File: src/rtl/npc_pkg.sv
// rtl/npc_pkg.sv - opcodes, FSM/ALU enums and ALU helpers shared by npc_mc
package npc_pkg;

  localparam logic [6:0] OP_LUI    = 7'b0110111;
  localparam logic [6:0] OP_AUIPC  = 7'b0010111;
  localparam logic [6:0] OP_JAL    = 7'b1101111;
  localparam logic [6:0] OP_JALR   = 7'b1100111;
  localparam logic [6:0] OP_OPIMM  = 7'b0010011;
  localparam logic [6:0] OP_OP     = 7'b0110011;
  localparam logic [6:0] OP_LOAD   = 7'b0000011;
  localparam logic [6:0] OP_STORE  = 7'b0100011;
  localparam logic [6:0] OP_SYSTEM = 7'b1110011;

  localparam logic [31:0] EBREAK = 32'h0010_0073;

  typedef enum logic [2:0] {ST_FETCH, ST_EXEC, ST_MEM, ST_WB, ST_HALT} state_e;

  typedef enum logic [3:0] {
    ALU_ADD, ALU_SUB, ALU_SLL, ALU_SLT, ALU_SLTU,
    ALU_XOR, ALU_SRL, ALU_SRA, ALU_OR, ALU_AND
  } alu_op_e;

  // alt selects SUB/SRA on the funct3 codes that share an encoding
  function automatic alu_op_e f3_to_op(input logic [2:0] f3, input logic alt);
    case (f3)
      3'd0:    return alt ? ALU_SUB : ALU_ADD;
      3'd1:    return ALU_SLL;
      3'd2:    return ALU_SLT;
      3'd3:    return ALU_SLTU;
      3'd4:    return ALU_XOR;
      3'd5:    return alt ? ALU_SRA : ALU_SRL;
      3'd6:    return ALU_OR;
      default: return ALU_AND;
    endcase
  endfunction

  function automatic logic [31:0] alu(input alu_op_e op, input logic [31:0] a,
                                      input logic [31:0] b);
    case (op)
      ALU_SUB:  return a - b;
      ALU_SLL:  return a << b[4:0];
      ALU_SLT:  return {31'b0, $signed(a) < $signed(b)};
      ALU_SLTU: return {31'b0, a < b};
      ALU_XOR:  return a ^ b;
      ALU_SRL:  return a >> b[4:0];
      ALU_SRA:  return $unsigned($signed(a) >>> b[4:0]);
      ALU_OR:   return a | b;
      ALU_AND:  return a & b;
      default:  return a + b;
    endcase
  endfunction

endpackage

File: src/rtl/npc_mc_regfile.sv
// rtl/npc_mc_regfile.sv - NREGS x 32 register file, 2 async reads, 1 sync write, x0 hardwired
module npc_mc_regfile #(
  parameter int NREGS = 32
) (
  input  logic        clk_i,
  input  logic        we_i,
  input  logic [4:0]  waddr_i,
  input  logic [31:0] wdata_i,
  input  logic [4:0]  raddr_a_i,
  output logic [31:0] rdata_a_o,
  input  logic [4:0]  raddr_b_i,
  output logic [31:0] rdata_b_o
);
  localparam int AW = $clog2(NREGS);

  logic [31:0] regs_q [NREGS];

  always_ff @(posedge clk_i) begin
    if (we_i && (waddr_i != 5'd0)) regs_q[waddr_i[AW-1:0]] <= wdata_i;
  end

  assign rdata_a_o = (raddr_a_i == 5'd0) ? 32'd0 : regs_q[raddr_a_i[AW-1:0]];
  assign rdata_b_o = (raddr_b_i == 5'd0) ? 32'd0 : regs_q[raddr_b_i[AW-1:0]];

endmodule

File: src/rtl/npc_mc.sv
// rtl/npc_mc.sv - multi-cycle RV32I/RV32E core; LW/SW and dmem port under NPC_MC_LSU_EN
module npc_mc
  import npc_pkg::*;
#(
  parameter logic [31:0] RESET_PC = 32'h8000_0000,
  parameter int          NREGS    = 32
) (
  input  logic        clk,
  input  logic        rst_n,
  output logic        imem_req,
  output logic [31:0] imem_addr,
  input  logic        imem_rvalid,
  input  logic [31:0] imem_rdata,
`ifdef NPC_MC_LSU_EN
  output logic        dmem_req,
  output logic        dmem_we,
  output logic [31:0] dmem_addr,
  output logic [31:0] dmem_wdata,
  input  logic        dmem_rvalid,
  input  logic [31:0] dmem_rdata,
`endif
  output logic        commit_valid,
  output logic [31:0] commit_pc,
  output logic [31:0] commit_inst,
  output logic [4:0]  commit_rd,
  output logic [31:0] commit_wdata,
  output logic        halt,
  output logic        halt_illegal
);
  state_e      state_q, state_d;
  logic [31:0] pc_q, pc_d, ir_q, ir_d, res_q, res_d, npc_q, npc_d;
  logic [4:0]  wrd_q, wrd_d;
  logic        ill_q, ill_d;

  logic [6:0]  opc, f7;
  logic [2:0]  f3;
  logic [4:0]  rd, rs1, rs2;
  logic [31:0] rs1_data, rs2_data, imm_i, imm_u, imm_j;

  assign opc   = ir_q[6:0];
  assign rd    = ir_q[11:7];
  assign f3    = ir_q[14:12];
  assign rs1   = ir_q[19:15];
  assign rs2   = ir_q[24:20];
  assign f7    = ir_q[31:25];
  assign imm_i = {{20{ir_q[31]}}, ir_q[31:20]};
  assign imm_u = {ir_q[31:12], 12'b0};
  assign imm_j = {{12{ir_q[31]}}, ir_q[19:12], ir_q[20], ir_q[30:21], 1'b0};

  npc_mc_regfile #(.NREGS(NREGS)) u_rf (
    .clk_i     (clk),
    .we_i      ((state_q == ST_WB) && (wrd_q != 5'd0)),
    .waddr_i   (wrd_q),
    .wdata_i   (res_q),
    .raddr_a_i (rs1),
    .rdata_a_o (rs1_data),
    .raddr_b_i (rs2),
    .rdata_b_o (rs2_data)
  );

  logic        legal, use_rs1, use_rs2, use_rd, is_mem;
  alu_op_e     alu_op;
  logic [31:0] opa, opb, next_pc;

  always_comb begin
    legal   = 1'b0;
    use_rs1 = 1'b0;
    use_rs2 = 1'b0;
    use_rd  = 1'b0;
    is_mem  = 1'b0;
    alu_op  = ALU_ADD;
    opa     = rs1_data;
    opb     = imm_i;
    next_pc = pc_q + 32'd4;
    case (opc)
      OP_LUI:   begin legal = 1'b1; use_rd = 1'b1; opa = 32'd0; opb = imm_u; end
      OP_AUIPC: begin legal = 1'b1; use_rd = 1'b1; opa = pc_q;  opb = imm_u; end
      OP_JAL: begin
        legal = 1'b1; use_rd = 1'b1; opa = pc_q; opb = 32'd4;
        next_pc = pc_q + imm_j;
      end
      OP_JALR: begin
        legal = (f3 == 3'd0); use_rd = 1'b1; use_rs1 = 1'b1; opa = pc_q; opb = 32'd4;
        next_pc = (rs1_data + imm_i) & ~32'd1;
      end
      OP_OPIMM: begin
        legal   = (f3 == 3'd1) ? (f7 == 7'h00) :
                  (f3 == 3'd5) ? (f7 == 7'h00 || f7 == 7'h20) : 1'b1;
        use_rd  = 1'b1; use_rs1 = 1'b1;
        alu_op  = f3_to_op(f3, (f3 == 3'd5) && f7[5]);
      end
      OP_OP: begin
        legal   = (f7 == 7'h00) || (f7 == 7'h20 && (f3 == 3'd0 || f3 == 3'd5));
        use_rd  = 1'b1; use_rs1 = 1'b1; use_rs2 = 1'b1;
        opb     = rs2_data;
        alu_op  = f3_to_op(f3, f7[5]);
      end
      OP_SYSTEM: legal = (ir_q == EBREAK);
`ifdef NPC_MC_LSU_EN
      OP_LOAD:  begin legal = (f3 == 3'd2); use_rd = 1'b1; use_rs1 = 1'b1; is_mem = 1'b1; end
      OP_STORE: begin
        legal = (f3 == 3'd2); use_rs1 = 1'b1; use_rs2 = 1'b1; is_mem = 1'b1;
        opb   = {{20{ir_q[31]}}, ir_q[31:25], ir_q[11:7]};
      end
`endif
      default: ;
    endcase
    // RV32E has no x16..x31; only fields the format actually uses are checked
    if (NREGS == 16 && ((use_rs1 && rs1[4]) || (use_rs2 && rs2[4]) || (use_rd && rd[4])))
      legal = 1'b0;
  end

  always_comb begin
    state_d = state_q;
    pc_d    = pc_q;
    ir_d    = ir_q;
    res_d   = res_q;
    npc_d   = npc_q;
    wrd_d   = wrd_q;
    ill_d   = ill_q;
    case (state_q)
      ST_FETCH: if (imem_rvalid) begin ir_d = imem_rdata; state_d = ST_EXEC; end
      ST_EXEC: begin
        if (!legal) begin
          ill_d   = 1'b1;
          state_d = ST_HALT;
        end else begin
          res_d   = alu(alu_op, opa, opb);
          npc_d   = next_pc;
          wrd_d   = use_rd ? rd : 5'd0;
          state_d = is_mem ? ST_MEM : ST_WB;
        end
      end
`ifdef NPC_MC_LSU_EN
      ST_MEM: if (dmem_rvalid) begin
        if (opc == OP_LOAD) res_d = dmem_rdata;
        state_d = ST_WB;
      end
`else
      ST_MEM: state_d = ST_WB;
`endif
      ST_WB: begin
        pc_d    = npc_q;
        state_d = (ir_q == EBREAK) ? ST_HALT : ST_FETCH;
      end
      default: state_d = ST_HALT;
    endcase
  end

  always_ff @(posedge clk or negedge rst_n) begin
    if (!rst_n) begin
      state_q <= ST_FETCH;
      pc_q    <= RESET_PC;
      ir_q    <= '0;
      res_q   <= '0;
      npc_q   <= '0;
      wrd_q   <= '0;
      ill_q   <= 1'b0;
    end else begin
      state_q <= state_d;
      pc_q    <= pc_d;
      ir_q    <= ir_d;
      res_q   <= res_d;
      npc_q   <= npc_d;
      wrd_q   <= wrd_d;
      ill_q   <= ill_d;
    end
  end

  // request is masked by rst_n so it stays low for the whole reset pulse
  assign imem_req     = rst_n && (state_q == ST_FETCH);
  assign imem_addr    = pc_q;
  assign commit_valid = (state_q == ST_WB);
  assign commit_pc    = commit_valid ? pc_q : 32'd0;
  assign commit_inst  = commit_valid ? ir_q : 32'd0;
  assign commit_rd    = commit_valid ? wrd_q : 5'd0;
  assign commit_wdata = (commit_valid && wrd_q != 5'd0) ? res_q : 32'd0;
  assign halt         = (state_q == ST_HALT);
  assign halt_illegal = ill_q;

`ifdef NPC_MC_LSU_EN
  assign dmem_req   = (state_q == ST_MEM);
  assign dmem_we    = (opc == OP_STORE);
  assign dmem_addr  = res_q;
  assign dmem_wdata = rs2_data;
`endif

endmodule

File: config.mk
export PLATFORM = sky130hd
export DESIGN_NAME = npc_mc
export DESIGN_NICKNAME = d
export VERILOG_FILES = /design/src/rtl/npc_pkg.sv /design/src/rtl/npc_mc_regfile.sv /design/src/rtl/npc_mc.sv
export SDC_FILE = /design/constraint.sdc
export NUM_CORES = 2
export LEC_CHECK = 0
export CAP_MARGIN = 20
export CORE_ASPECT_RATIO = 1.5
export CORE_UTILIZATION = 49
export CTS_BUF_LIST = sky130_fd_sc_hd__clkbuf_2
export CTS_CLUSTER_SIZE = 12
export DETAILED_ROUTE_END_ITERATION = 8
export PLACE_DENSITY_LB_ADDON = 0.25
export SETUP_SLACK_MARGIN = 0.15
export SLEW_MARGIN = 25
export SYNTH_ARGS = -nofsm -noshare
export SYNTH_HDL_FRONTEND = slang
export SYNTH_SLANG_ARGS = --single-unit
export TNS_END_PERCENT = 30
File: constraint.sdc
create_clock -name clk -period 8.56 [get_ports clk]
set_input_delay 1.712 -clock clk [delete_from_list [all_inputs] [get_ports clk]]
set_output_delay 1.712 -clock clk [all_outputs]
set_load 0.03 [all_outputs]
Word-level counts from Yosys, hierarchy flattened:

Memories as Yosys holds them, arrays and structs flattened.
Index checks and enable logic that the tools add are counted.

* reductions and logical operators: 22
* equal/unequal tests: 29
* order comparisons: 2
* shift operators: 3
* add/subtract/negate cells: 5
* bitwise operators: 4
* multiplexer cells: 28

Operators by type and width (count)
* one-hot mux 32 bit (9 select lines): 1
* 2-to-1 mux 32 bit: 5
* one-hot mux 32 bit (2 select lines): 2
* adder 32 bit: 3
* one-hot mux 32 bit (3 select lines): 1
* < comparator 32 bit: 2
* one-hot mux 4 bit (7 select lines): 2
* adder 32 x 3 -> 32 bit (second input constant): 1
* AND 32 bit: 1
* equality test 32 x 21 -> 1 bit (second input constant): 1
* OR 32 bit: 1
* << shifter 32 x 5 -> 32 bit: 1
* >> shifter 32 x 5 -> 32 bit: 1
* >>> shifter 32 x 5 -> 32 bit: 1
* subtractor 32 bit: 1
* XOR 32 bit: 1
* equality test 7 x 6 -> 1 bit (second input constant): 3
* equality test 7 bit (second input constant): 3
* equality test 4 x 3 -> 1 bit (second input constant): 4
* equality test 7 x 5 -> 1 bit (second input constant): 2
* equality test 3 x 2 -> 1 bit (second input constant): 4
* equality test 3 bit (second input constant): 4
* one-hot mux 3 bit (4 select lines): 1
* zero test 5 bit: 2
* 20 further kinds: 45

* logic and storage cells: 101
* output and inout bits: 137
* memory bits (writable): 1024
* input port bits: 35
* memories kept: 1
* bits in registers: 137

Memory list
* u_rf.regs_q: words 32, bits a word 32, read ports 2, clocked after memory_dff 0, wr ports 1, line npc_mc_regfile.sv:16 `logic [31:0] regs_q [NREGS];`

Depth between registers and ports, before layout:

* depth in word-level cells: 7
* mapped depth: 26
* gate-level depth less buffers: 19

By module:

From an unflattened synthesis, not the netlist that was laid out.

* cells, all modules: 5224
* area total of the unflattened synthesis: 66979.2 um^2

By module, submodules not included
* npc_mc_regfile: instances 1, sequential area each 30749.5 um^2, area each 47929.7 um^2, cells an instance 2564
* npc_mc: instances 1, sequential area each 3429.5 um^2, area each 19049.5 um^2, cells an instance 2660

Worst setup path after synthesis:

Ideal clock, no wire load.

* path type: reg2reg
* start point: reg ir_q[21]
* end point: reg res_q[0]
* cell stages (with the launch flop): 23
* path buffers: 8
* library setup time: 66 ps
* data required time: 8494 ps
* period minus slack after synthesis: 6617 ps
* data arrival time: 6551 ps
* setup slack: 1943 ps
* path through: dfrtp_1 buf_4 buf_2 buf_2 clkbuf_1 clkbuf_1 clkbuf_1 clkbuf_1 mux4_2 mux4_2 mux2i_1 o21ai_0 ha_1 clkbuf_1 inv_1 a22o_1 nor3_1 nor3_1 or4_1 a2111oi_0 o31ai_1 a2111oi_0 o22a_1

* longest elaborated chain between the ends: 5
* elaborated cells on any way between the ends: 18
* classes of those cells: add/sub (2); order compare (2); eq/ne (1); shift (3); mux (4); bitwise (3); reduce/logical (2); memory (1)

RTL lines
* start: declaration: line npc_mc.sv:31 `logic [31:0] pc_q, pc_d, ir_q, ir_d, res_q, res_d, npc_q, npc_d;`
* start signal: assignment: line npc_mc.sv:162 `ir_q <= ir_d;`
* memory (32 x 32 bit) / zero test 5 bit (equally long branches)
* 2-to-1 mux 32 bit: line npc_mc_regfile.sv:23 `assign rdata_b_o = (raddr_b_i == 5'd0) ? 32'd0 : regs_q[raddr_b_i[AW-1:0]];`
* one-hot mux 32 bit (3 select lines): line npc_mc.sv:75 `case (opc)`
* adder 32 bit, or another cell as far along: line npc_pkg.sv:49 `default: return a + b;`
* one-hot mux 32 bit (9 select lines): line npc_pkg.sv:39 `case (op)`
* end signal: assignment: line npc_mc.sv:163 `res_q <= res_d;`
* end: declaration: line npc_mc.sv:31

Parallel ways exist; a longest one is shown, timed or not.
A chain may end at the register's enable or synchronous reset.

Worst setup path in the final report:

* start point: reg ir_q[15]
* end point: reg res_q[29]

* longest elaborated chain between the ends: 5
* elaborated cells on any way between the ends: 17
* classes of those cells: add/sub (2); eq/ne (1); shift (3); mux (5); bitwise (3); reduce/logical (2); memory (1)

RTL lines
* memory (32 x 32 bit) / zero test 5 bit (equally long branches)
* 2-to-1 mux 32 bit: line npc_mc_regfile.sv:22 `assign rdata_a_o = (raddr_a_i == 5'd0) ? 32'd0 : regs_q[raddr_a_i[AW-1:0]];`
* one-hot mux 32 bit (2 select lines): line npc_mc.sv:75
* adder 32 bit, or another cell as far along: line npc_pkg.sv:49
* one-hot mux 32 bit (9 select lines): line npc_pkg.sv:39

Parallel ways exist; a longest one is shown, timed or not.

==> results.py <==
metrics = {
    "finish": {
        "layout-drive-gt1-share_pct": 26.07,
        "fin_util_pct": 54.31,
        "nNetsFinal": 5441,
        "area_growth_pct": 10.19,
    },
    "clock_tree": {
        "cts_tree": "yes",
        "clkTransAtPathRegs_ns": 0.12,
        "cts_max_level": 5,
        "clock_latency_ns": 1.75,
        "cts-root-buf": "clkbuf_2",
        "cts_setup_buffers": 0,
        "clockBufferDepth": 4,
        "cts_buffers": 293,
        "cts.sinks": 1161,
    },
    "timing": {
        "skew_ns": 0.2227,
        "finalMaxSlewViolations": 0,
        "setup_tns_ns": 0,
        "rsz0062_at_grt": "false",
        "worst_pin_slew_ns": 1.206,
        "setup_viol": 0,
        "fin_crit_ns": 8.163,
        "fmax_mhz": 122.5,
        "whs_ns": 0.4290,
        "finalCritPeriodShare_pct": 95.36,
        "relSlewSlack_pct": 19.59,
        "hold_violations": 0,
    },
    "global_route": {
        "grt_pass1_wl_um": 378600,
        "globalRouteTotalUtil_pct": 39.23,
        "grt_start_max_net_pins": 89,
        "antenna_found_initial": 26,
        "grt_pass1_vias": 50240,
        "grt_overflow_total": 0,
    },
    "power": {
        "leakagePower_nw": 26.89,
        "p_sw_w": 0.01630,
        "seqPwrFrac_pct": 22.4,
        "netSwitchingFraction_pct": 51.70,
        "clkPwrFrac_pct": 11.6,
        "worst_ir_drop_vdd_mv": 0.2767,
        "powerDensity_mw_per_mm2": 426.1,
        "p_int_w": 0.01523,
        "p_comb_share_pct": 66.0,
    },
    "setup_path": {
        "slowest_stage": "o311ai_0",
        "critPathMaxStageDelay_ns": 0.96,
        "required_ns": 10.13,
        "crit_type": "flip-flop to flip-flop",
        "cp_cell_sequence": "buf_12, buf_4, mux4_2, a22oi_1, and4_1, o21ai_1, ha_1, nand3_1, o22ai_1, nor2_1, o21ai_0, o311ai_0, a211oi_1, o41ai_1, nand2b_1, mux2i_1, o22ai_1, o32a_1",
        "path_max_fanout": 46,
        "arrival_ns": 9.73,
        "r2r_cells": 18,
        "end_kind": "flip-flop",
        "reg2reg_slack_ns": 0.40,
        "crit_top_cell": "o22ai_1",
        "setup.worst_path.start_class": "flip-flop",
    },
    "place": {
        "dp_hpwl_um": 179300,
        "place.port_buffers": 171,
        "finalWeightedCongestion": 1.097,
    },
    "hold_path": {
        "holdCritPathClass": "input pin to async pin",
    },
    "status": {
        "status": "complete, no violations",
    },
    "detailed_routing": {
        "drtIter0Drc": 7004,
        "drt-total-wl_um": 272100,
        "final_antenna_net_count": 0,
        "firstDrtPassIters": 6,
        "remaining_drc_errors": 0,
        "vias": 50810,
        "post_drt_wl_per_cell_um": 37.71,
        "via_per_inst": 7.041,
    },
    "run": {
        "drv_cap": 0,
    },
    "logic_synthesis": {
        "ys_seq_area_share_pct": 50.90,
        "async_reset_ff_share_pct": 11.80,
        "netlist_area_mm2": 0.06715,
        "synth_cells": 4897,
        "synth-edff-count": 1024,
        "yosys_warnings": 0,
        "ys_ff_latch": 1161,
        "synth_ff_type": "edfxtp_1",
        "ys_types": 110,
        "syn_avg_cell_area_um2": 13.71,
        "synth_top_area_cell": "edfxtp_1",
        "synth_top_area_share_pct": 45.79,
        "synth_area_leaders": "edfxtp_1 (46%), mux4_2 (18%), dfrtp_1 (5.1%)",
    },
    "die": {
        "die-area_mm2": 0.1386,
        "start_util_pct": 49.29,
        "fp.coreArea_mm2": 0.1363,
        "die_width_um": 304.3,
        "die_h_um": 455.4,
        "fp-row-count": 166,
        "ioPinCount": 172,
    },
}
==> critical path, delay by kind of cell (launching register included) <==
| family | cells | cell delay, ns |
|---|---|---|
| and+or+nand+nor | 4 | 1.39 |
| adders and majority gates | 1 | 0.58 |
| buffers and inverters | 2 | 1.06 |
| AOI/OAI and AO/OA | 9 | 3.26 |
| DFF | 1 | 0.83 |
| muxes | 2 | 0.79 |
==> sequential cells by signal, indices dropped and copies added (netlist names) <==
name	flops
u_rf.regs_q	1024
imem_addr	32
ir_q	32
npc_q	32
res_q	32
wrd_q	5
state_q	3
halt_illegal	1
==> through the flow <==
stage          setup WS, ns  cells  total power [W]  cell area [um^2]
2_1_floorplan         1.943   4928          0.01993             67270
3_3_place_gp         0.7974   6707          0.02693             71420
3_5_place_dp         0.8214   6707          0.02689             71420
4_1_cts              0.7630   7194          0.03056             73870
5_1_grt              0.3122   7205          0.03253             73970
6_report             0.3975   7216          0.03153             73990
==> metal layers <==
layer | GRT usage, % | up-vias | part of all wire [%]
met5 | 0.06942 | - | 0.050
li1 | - | 20430 | -
met3 | 11.08 | 1196 | 11
met1 | 43.52 | 25330 | 32
met2 | 62.17 | 3830 | 47
met4 | 33.89 | 20 | 10
==> cell type report <==
class                      instances  area (um^2)
antenna                           17        42.54
clock inverter                   102        516.7
sequential                      1161        34220
multi-input combinational       3280        31210
clock buffer                     384         1922
inverter                         130        488.0
timing repair buffer             378         3387
fill                           11320        62260
tap                             1764         2207
==> synthesized netlist by cell type (all sizes together), types with 109 or more instances <==
cell / count
dfrtp: 136
and2: 109
buf: 166
edfxtp: 1024
nand2: 295
o21ai: 236
a21oi: 231
nor2: 292
clkbuf: 191
inv: 129
mux4: 531
ha: 158
mux2i: 207
==> cells by family (layout without fill, tap and decap cells) <==
| kind of cell | count (synthesis) | in the layout | synth area share, % |
|---|---|---|---|
| and+or+nand+nor | 1084 | 1084 | 7.848 |
| adders and majority gates | 162 | 162 | 3.063 |
| buffers and inverters | 487 | 994 | 3.365 |
| other | 1 | 49 | 0.005584 |
| xor gates and xnor gates | 99 | 99 | 1.291 |
| muxes | 842 | 842 | 22.71 |
| DFF | 1161 | 1161 | 50.90 |
| AOI/OAI and AO/OA | 1061 | 1061 | 10.82 |
==> path summary, 6_finish.rpt <==
check                      startpoint       endpoint
max                          ir_q[15]      res_q[29]
min                             rst_n        ir_q[9]
max reg2reg                  ir_q[15]      res_q[29]
min reg2reg                 npc_q[16]  imem_addr[16]
max in group asynchronous       rst_n       ir_q[24]
min in group clk            npc_q[16]  imem_addr[16]
==> power by group through the flow <==
stage	Sequential, W	Combinational, W	Clock (W)
4_1_cts	0.00704	0.0198	0.00372
2_1_floorplan	0.00685	0.0131	0
3_5_place_dp	0.00717	0.0197	0
6_report	0.00706	0.0208	0.00367
5_1_grt	0.00707	0.0215	0.00396
3_3_place_gp	0.00716	0.0198	0
==> cells in the final DEF, fill, tap and decap left out, types with 102 or more instances in the layout <==
cell,synthesis,final
edfxtp_1,1024,1024
mux4_2,529,529
clkbuf_2,0,384
nand2_1,293,293
nor2_1,287,250
a21oi_1,228,225
o21ai_0,207,205
mux2i_1,202,202
buf_4,21,193
clkdlybuf4s50_1,0,170
ha_1,158,158
dfrtp_1,136,119
inv_1,118,118
and2_1,109,107
mux2_2,102,102
==> what timing repair did <==
item	CTS	global route
hold buffers	1	0
hold endpoints to repair	34	0
resized for setup	0	0
No activity file was read; power rests on OpenSTA's default activity.
